$ cat src/rtl/apb_pkg.sv
// Shared types for the MVU APB master.
//   apb_state_t : APB master FSM states.
//   apb_req_t   : one queued APB request {write, addr, wdata}.
//   APB_REQ_W   : width in bits of apb_req_t, used to size the request FIFO.
package apb_pkg;

    typedef enum logic [1:0] {
        ST_IDLE   = 2'd0,
        ST_SETUP  = 2'd1,
        ST_ACCESS = 2'd2
    } apb_state_t;

    typedef struct packed {
        logic        write;
        logic [31:0] addr;
        logic [31:0] wdata;
    } apb_req_t;

    localparam int APB_REQ_W = $bits(apb_req_t);

endpackage

$ cat src/rtl/mvu_apb_req_fifo.sv
// Synchronous request FIFO with extra-bit pointers.
//   clk, rst        : clock and synchronous active-high reset
//   push, wdata     : write side; a push is ignored when full, even if a pop
//                     happens in the same cycle
//   pop             : read side; a pop is ignored when empty
//   rdata           : head entry
//   rdata_next      : entry behind the head, so the master can start the next
//                     transfer in the same cycle it retires the current one
//   full, empty     : status
//   count           : number of stored entries
module mvu_apb_req_fifo #(
    parameter int DEPTH = 4,
    parameter int WIDTH = 65
) (
    input  logic                     clk,
    input  logic                     rst,
    input  logic                     push,
    input  logic [WIDTH-1:0]         wdata,
    input  logic                     pop,
    output logic [WIDTH-1:0]         rdata,
    output logic [WIDTH-1:0]         rdata_next,
    output logic                     full,
    output logic                     empty,
    output logic [$clog2(DEPTH):0]   count
);

    localparam int IW = $clog2(DEPTH);
    localparam int PW = IW + 1;

    logic [WIDTH-1:0] mem [DEPTH];
    logic [PW-1:0]    wr_ptr;
    logic [PW-1:0]    rd_ptr;
    logic [IW-1:0]    rd_idx_next;
    logic             do_push;
    logic             do_pop;

    // Same index with different wrap bits means the write side lapped the read side.
    assign empty       = (wr_ptr == rd_ptr);
    assign full        = (wr_ptr[IW] != rd_ptr[IW]) && (wr_ptr[IW-1:0] == rd_ptr[IW-1:0]);
    assign count       = wr_ptr - rd_ptr;
    assign do_push     = push && !full;
    assign do_pop      = pop && !empty;
    assign rd_idx_next = rd_ptr[IW-1:0] + IW'(1);
    assign rdata       = mem[rd_ptr[IW-1:0]];
    assign rdata_next  = mem[rd_idx_next];

    always_ff @(posedge clk) begin
        if (rst) begin
            wr_ptr <= '0;
            rd_ptr <= '0;
        end else begin
            if (do_push) wr_ptr <= wr_ptr + PW'(1);
            if (do_pop)  rd_ptr <= rd_ptr + PW'(1);
        end
    end

    always_ff @(posedge clk) begin
        if (do_push && !rst) mem[wr_ptr[IW-1:0]] <= wdata;
    end

endmodule

$ cat src/rtl/mvu_apb_master.sv
// APB master for the MVU register slave: queues requests, runs them one at a
// time as SETUP/ACCESS pairs, returns read data, and latches MVU interrupts.
//   clk, rst                              : clock, synchronous active-high reset
//   req_valid/ready, req_write/addr/wdata : request queue input
//   rsp_valid/ready, rsp_rdata            : read response (held until taken)
//   paddr, psel, penable, pwrite, pwdata  : registered APB outputs
//   prdata                                : APB read data
//   mvu_irq, irq_clr, irq_pend, irq       : interrupt edge latch and clear
//   busy                                  : any transfer, queued request or response outstanding
//
// state     | meaning
// ST_IDLE   | bus quiet; waits for a queued request and no held response
// ST_SETUP  | psel=1, penable=0, address/direction/data from the FIFO head
// ST_ACCESS | psel=1, penable=1 for ACCESS_WAIT+1 cycles; last cycle retires
module mvu_apb_master #(
    parameter int FIFO_DEPTH  = 4,
    parameter int ACCESS_WAIT = 0
) (
    input  logic        clk,
    input  logic        rst,
    input  logic        req_valid,
    output logic        req_ready,
    input  logic        req_write,
    input  logic [31:0] req_addr,
    input  logic [31:0] req_wdata,
    output logic        rsp_valid,
    input  logic        rsp_ready,
    output logic [31:0] rsp_rdata,
    output logic [31:0] paddr,
    output logic        psel,
    output logic        penable,
    output logic        pwrite,
    output logic [31:0] pwdata,
    input  logic [31:0] prdata,
    input  logic [7:0]  mvu_irq,
    input  logic [7:0]  irq_clr,
    output logic [7:0]  irq_pend,
    output logic        irq,
    output logic        busy
);

    import apb_pkg::*;

    localparam int CNT_W = (ACCESS_WAIT > 0) ? $clog2(ACCESS_WAIT + 1) : 1;
    localparam int PW    = $clog2(FIFO_DEPTH) + 1;
    localparam logic [CNT_W-1:0] WAIT_LOAD = CNT_W'(ACCESS_WAIT);

    apb_state_t       state;
    logic [CNT_W-1:0] wait_cnt;
    apb_req_t         push_req;
    apb_req_t         head;
    apb_req_t         head_next;
    logic             fifo_full;
    logic             fifo_empty;
    logic             fifo_push;
    logic             fifo_pop;
    logic [PW-1:0]    fifo_count;
    logic             last_access;
    logic [7:0]       irq_prev;

    // req_ready is forced low while reset is asserted so nothing is accepted into a FIFO being cleared.
    assign req_ready   = !fifo_full && !rst;
    assign fifo_push   = req_valid && req_ready;
    assign push_req    = '{write: req_write, addr: req_addr, wdata: req_wdata};
    assign last_access = (state == ST_ACCESS) && (wait_cnt == '0);
    assign fifo_pop    = last_access;

    mvu_apb_req_fifo #(
        .DEPTH (FIFO_DEPTH),
        .WIDTH (APB_REQ_W)
    ) u_fifo (
        .clk        (clk),
        .rst        (rst),
        .push       (fifo_push),
        .wdata      (push_req),
        .pop        (fifo_pop),
        .rdata      (head),
        .rdata_next (head_next),
        .full       (fifo_full),
        .empty      (fifo_empty),
        .count      (fifo_count)
    );

    always_ff @(posedge clk) begin
        if (rst) begin
            state     <= ST_IDLE;
            wait_cnt  <= '0;
            psel      <= 1'b0;
            penable   <= 1'b0;
            pwrite    <= 1'b0;
            paddr     <= '0;
            pwdata    <= '0;
            rsp_valid <= 1'b0;
            rsp_rdata <= '0;
        end else begin
            if (rsp_valid && rsp_ready) rsp_valid <= 1'b0;
            case (state)
                ST_IDLE: begin
                    // A held response blocks new transfers to keep reads strictly ordered.
                    if (!fifo_empty && !rsp_valid) begin
                        state  <= ST_SETUP;
                        psel   <= 1'b1;
                        paddr  <= head.addr;
                        pwrite <= head.write;
                        pwdata <= head.wdata;
                    end
                end
                ST_SETUP: begin
                    state    <= ST_ACCESS;
                    penable  <= 1'b1;
                    wait_cnt <= WAIT_LOAD;
                end
                ST_ACCESS: begin
                    if (wait_cnt != '0) begin
                        wait_cnt <= wait_cnt - CNT_W'(1);
                    end else begin
                        penable <= 1'b0;
                        if (!pwrite) begin
                            rsp_valid <= 1'b1;
                            rsp_rdata <= prdata;
                        end
                        // More than one entry now means another is left after this pop.
                        if (pwrite && (fifo_count > PW'(1))) begin
                            state  <= ST_SETUP;
                            paddr  <= head_next.addr;
                            pwrite <= head_next.write;
                            pwdata <= head_next.wdata;
                        end else begin
                            state <= ST_IDLE;
                            psel  <= 1'b0;
                        end
                    end
                end
                default: begin
                    state   <= ST_IDLE;
                    psel    <= 1'b0;
                    penable <= 1'b0;
                end
            endcase
        end
    end

    // Set has priority over clear so an edge arriving with a clear is not lost.
    always_ff @(posedge clk) begin
        if (rst) begin
            irq_prev <= '0;
            irq_pend <= '0;
        end else begin
            irq_prev <= mvu_irq;
            irq_pend <= (irq_pend & ~irq_clr) | (mvu_irq & ~irq_prev);
        end
    end

    assign irq  = |irq_pend;
    assign busy = (state != ST_IDLE) || !fifo_empty || rsp_valid;

endmodule

$ cat config.mk
export PLATFORM = sky130hd
export DESIGN_NAME = mvu_apb_master
export DESIGN_NICKNAME = d
export VERILOG_FILES = /design/src/rtl/apb_pkg.sv /design/src/rtl/mvu_apb_req_fifo.sv /design/src/rtl/mvu_apb_master.sv
export SDC_FILE = /design/constraint.sdc
export NUM_CORES = 1
export LEC_CHECK = 0
export ABC_AREA = 0
export BUFFER_PORTS_ARGS = -buffer_cell sky130_fd_sc_hd__buf_4
export CORE_MARGIN = 2
export CORE_UTILIZATION = 45
export DETAILED_ROUTE_END_ITERATION = 16
export PLACE_DENSITY = 0.67
export SLEW_MARGIN = 20
export SYNTH_ARGS = -nofsm -noshare
export SYNTH_HDL_FRONTEND = slang
export SYNTH_SLANG_ARGS = --single-unit
$ cat constraint.sdc
create_clock -name clk -period 3.05 [get_ports clk]
set_input_delay 0.4575 -clock clk [delete_from_list [all_inputs] [get_ports clk]]
set_output_delay 0.4575 -clock clk [all_outputs]
set_load 0.02 [all_outputs]
==> impl_metrics.json <==
{
  "status": "complete, no violations",
  "pwr-share-seq_pct": 48.2,
  "dpl.hpwl_um": 24500,
  "postLayoutCoreUtil_pct": 55.3,
  "crit_path_start_kind": "flop",
  "synth_nets": 1455,
  "synthMuxAreaShare_pct": 19.1,
  "synth-compound-area-share_pct": 6.79,
  "switching_share_pct": 24.2,
  "yosys_most_used_dff": "edfxtp_1",
  "arrival_ns": 3.22,
  "drv_cap": 0,
  "yosysUniqueCellTypes": 42,
  "io_pins": 228,
  "clockRootBuffer": "clkbuf_16",
  "worst_slew_pin_slew_ns": 0.743,
  "path_class": "flop to flop",
  "yosysSeqAreaShare_pct": 60.0,
  "synthCells": 1330,
  "synth_warnings": 0,
  "path_clk_slew_ns": 0.06,
  "portBuffers": 227,
  "gp_congestion": 0.735,
  "synth_adder_area_share_pct": 0.625,
  "cts_resized": 0,
  "grt_overflow": 0,
  "maxSlewViolCount": 0,
  "fin_nets": 1651,
  "drc": 0,
  "area_growth_pct": 20.8,
  "grt_pass1_vias": 11559,
  "cp.required_ns": 3.52,
  "multi_input_area_um2": 6270,
  "min_from": "req_wdata[13]",
  "grt_use_total_pct": 20.4,
  "vias": 11436,
  "power_density_nw_per_um2": 600,
  "ant_nets": 0,
  "hold_violations": 0,
  "min_path_type": "input port to flop",
  "layout.cells.most_common_list": "323 x mux2i_1, 260 x edfxtp_1, 242 x buf_4, 133 x nand2_1, 124 x dfxtp_1",
  "synth_xor_area_share_pct": 0.247,
  "critPathLaunch": "u_fifo.wr_ptr[0]$_SDFFE_PP0N_",
  "cts.sinks": 386,
  "avgRoutedWirePerCell_um": 19.8,
  "synth_edf_count": 260,
  "grt_pass1_wl_um": 62700,
  "skew_ns": 0.0117,
  "fmax_mhz": 364,
  "clk_path_buf_depth": 3,
  "drt-initial-drc-count": 550,
  "clk-insertion-delay-late_ns": 0.55,
  "die_area_um2": 39900,
  "internal_power_mw": 9.47,
  "setup_tns_ns": 0,
  "synthSimpleGateAreaFrac_pct": 9.33,
  "synth_area_um2": 17200,
  "post_drt_via_cell_ratio": 5.51,
  "synth-seq-cells": 386,
  "synthArstFlopShare_pct": 0,
  "cp_max_fo": 22,
  "initial_utilization_pct": 45.7,
  "synth_top_family_by_area": "multiplexers",
  "numPlacedInstances": 1993,
  "clockPowerShare_pct": 39.6,
  "ir_worst_vdd_mv": 0.397,
  "h-tree-depth": 2,
  "rsz0062_at_grt": "false",
  "die_y_um": 200,
  "whs_ns": 0.105,
  "period_minus_slack_ns": 2.75,
  "grt_max_degree": 80,
  "avgSynthCellArea_um2": 12.9,
  "final_cells": 2074,
  "cts_tree": "built",
  "comb_power_share_pct": 12.2,
  "relSlewSlack_pct": 50.5,
  "core.rowCount": 71,
  "antenna_found_initial": 6,
  "r2r_start": "u_fifo.wr_ptr[0]$_SDFFE_PP0N_",
  "final_common_cell": "mux2i_1",
  "first_pass_iters": 5,
  "regArea_um2": 10300,
  "endpoint_kind": "flop",
  "core_area_um2": 37700,
  "drive_gt1_share_pct": 21.6,
  "cts-hold-fix-buffers": 0,
  "setup_viol": 0,
  "post_cts_buffers": 0,
  "finalCritPeriodShare_pct": 90.1,
  "p_switching_mw": 3.02,
  "power.leakage_nw": 7.28,
  "fill_cells": 3174,
  "die_w_um": 200,
  "cts_buffers": 42,
  "routed_wl_um": 41000
}
[through the flow]
step / cell area [um^2] / power, mW / setup WS, ns
after global routing: 20800 / 13.0 / 0.143
after floorplan: 17200 / 7.05 / 0.349
final: 20800 / 12.5 / 0.303
after detailed placement: 19500 / 7.67 / 0.281
after CTS: 20800 / 12.6 / 0.278
after global placement: 19500 / 7.64 / 0.343
[critical path, cell delays in order, from the launching register on]
cell	delay, ns
dfxtp_1	0.39
inv_1	0.11
ha_1	0.20
fa_1	0.49
or2b_1	0.22
mux2_4	0.30
a32oi_4	0.27
buf_4	0.44
mux2i_1	0.23
[power by group through the flow]
stage | sequential, mW | combinational (mW) | clock (mW)
floorplan | 6.26 | 0.790 | 0
global placement | 6.12 | 1.52 | 0
detailed placement | 6.13 | 1.55 | 0
CTS | 6.02 | 1.55 | 5.06
global route | 6.05 | 1.65 | 5.26
finish | 6.02 | 1.53 | 4.95
[registers in the layout, summed over array words and instances (netlist names), named ones only]
| register | count |
|---|---|
| u_fifo.mem | 260 |
| irq_prev | 8 |
| pwrite | 1 |
| u_fifo.rd_ptr | 3 |
| psel | 1 |
| paddr | 32 |
| pwdata | 32 |
| rsp_valid | 1 |
| u_fifo.wr_ptr | 3 |
| state | 2 |
| irq_pend | 8 |
| penable | 1 |
| rsp_rdata | 32 |
[path summary, 6_finish.rpt]
kind / slack (ns) / to / cells past startpoint
worst max-delay path: 0.30 / paddr[17]$_SDFFE_PP0P_ / 8
worst min-delay path: 0.10 / u_fifo.mem[1][13]$_DFFE_PP_ / 1
worst min register to register: 0.45 / rsp_rdata[15]$_SDFFE_PP0P_ / 2
worst max register to register: 0.30 / paddr[17]$_SDFFE_PP0P_ / 8
[synthesized netlist by cell type (2+ instances only)]
| cell | n | area, um^2 |
|---|---|---|
| nand2_1 | 133 | 499 |
| nor3b_1 | 65 | 488 |
| buf_1 | 8 | 30.0 |
| a32oi_1 | 2 | 17.5 |
| a21oi_1 | 42 | 210 |
| inv_1 | 5 | 18.8 |
| mux2i_1 | 323 | 3230 |
| edfxtp_1 | 260 | 7810 |
| ha_1 | 7 | 87.6 |
| buf_6 | 7 | 78.8 |
| buf_12 | 5 | 100 |
| o31ai_1 | 66 | 495 |
| clkbuf_1 | 44 | 165 |
| nor2b_1 | 9 | 56.3 |
| o22ai_1 | 64 | 400 |
| nand2b_1 | 19 | 119 |
| buf_2 | 38 | 190 |
| nor4_1 | 2 | 12.5 |
| dfxtp_1 | 126 | 2520 |
| clkbuf_8 | 5 | 68.8 |
| and2_1 | 4 | 25.0 |
| nor2_1 | 8 | 30.0 |
| xor2_1 | 2 | 17.5 |
| nor3_1 | 66 | 330 |
| nand3b_1 | 2 | 15.0 |
| mux4_2 | 2 | 45.0 |
[cells by family (layout without fill, tap and decap cells)]
group                      count (synthesis)  in the layout
buffers and inverters                    114            343
other                                      0              4
AOI/OAI and AO/OA                        180            180
and+or+nand+nor                          312            312
muxes                                    326            326
DFF                                      386            386
adders and majority gates                  8              8
xor gates and xnor gates                   4              4
[area by class of cell]
cell class / instances / area share (%)
Tap cell: 511 / 3.07
Sequential cell: 386 / 49.7
Timing Repair Buffer: 261 / 10.6
Clock buffer: 55 / 5.43
Antenna cell: 4 / 0.0481
Clock inverter: 22 / 1.02
Multi-Input combinational cell: 830 / 30.1
Inverter: 5 / 0.102
[per-layer routing]
| layer | track usage (%) | vias up | part of all wire [%] |
|---|---|---|---|
| li1 | - | 5410 | - |
| met1 | 25.3 | 5625 | 42 |
| met2 | 35.3 | 325 | 49 |
| met3 | 4.05 | 72 | 6.2 |
| met4 | 7.22 | 4 | 2.2 |
| met5 | 0 | - | 0.076 |
Note: power is estimated with default switching activity, not from simulation.
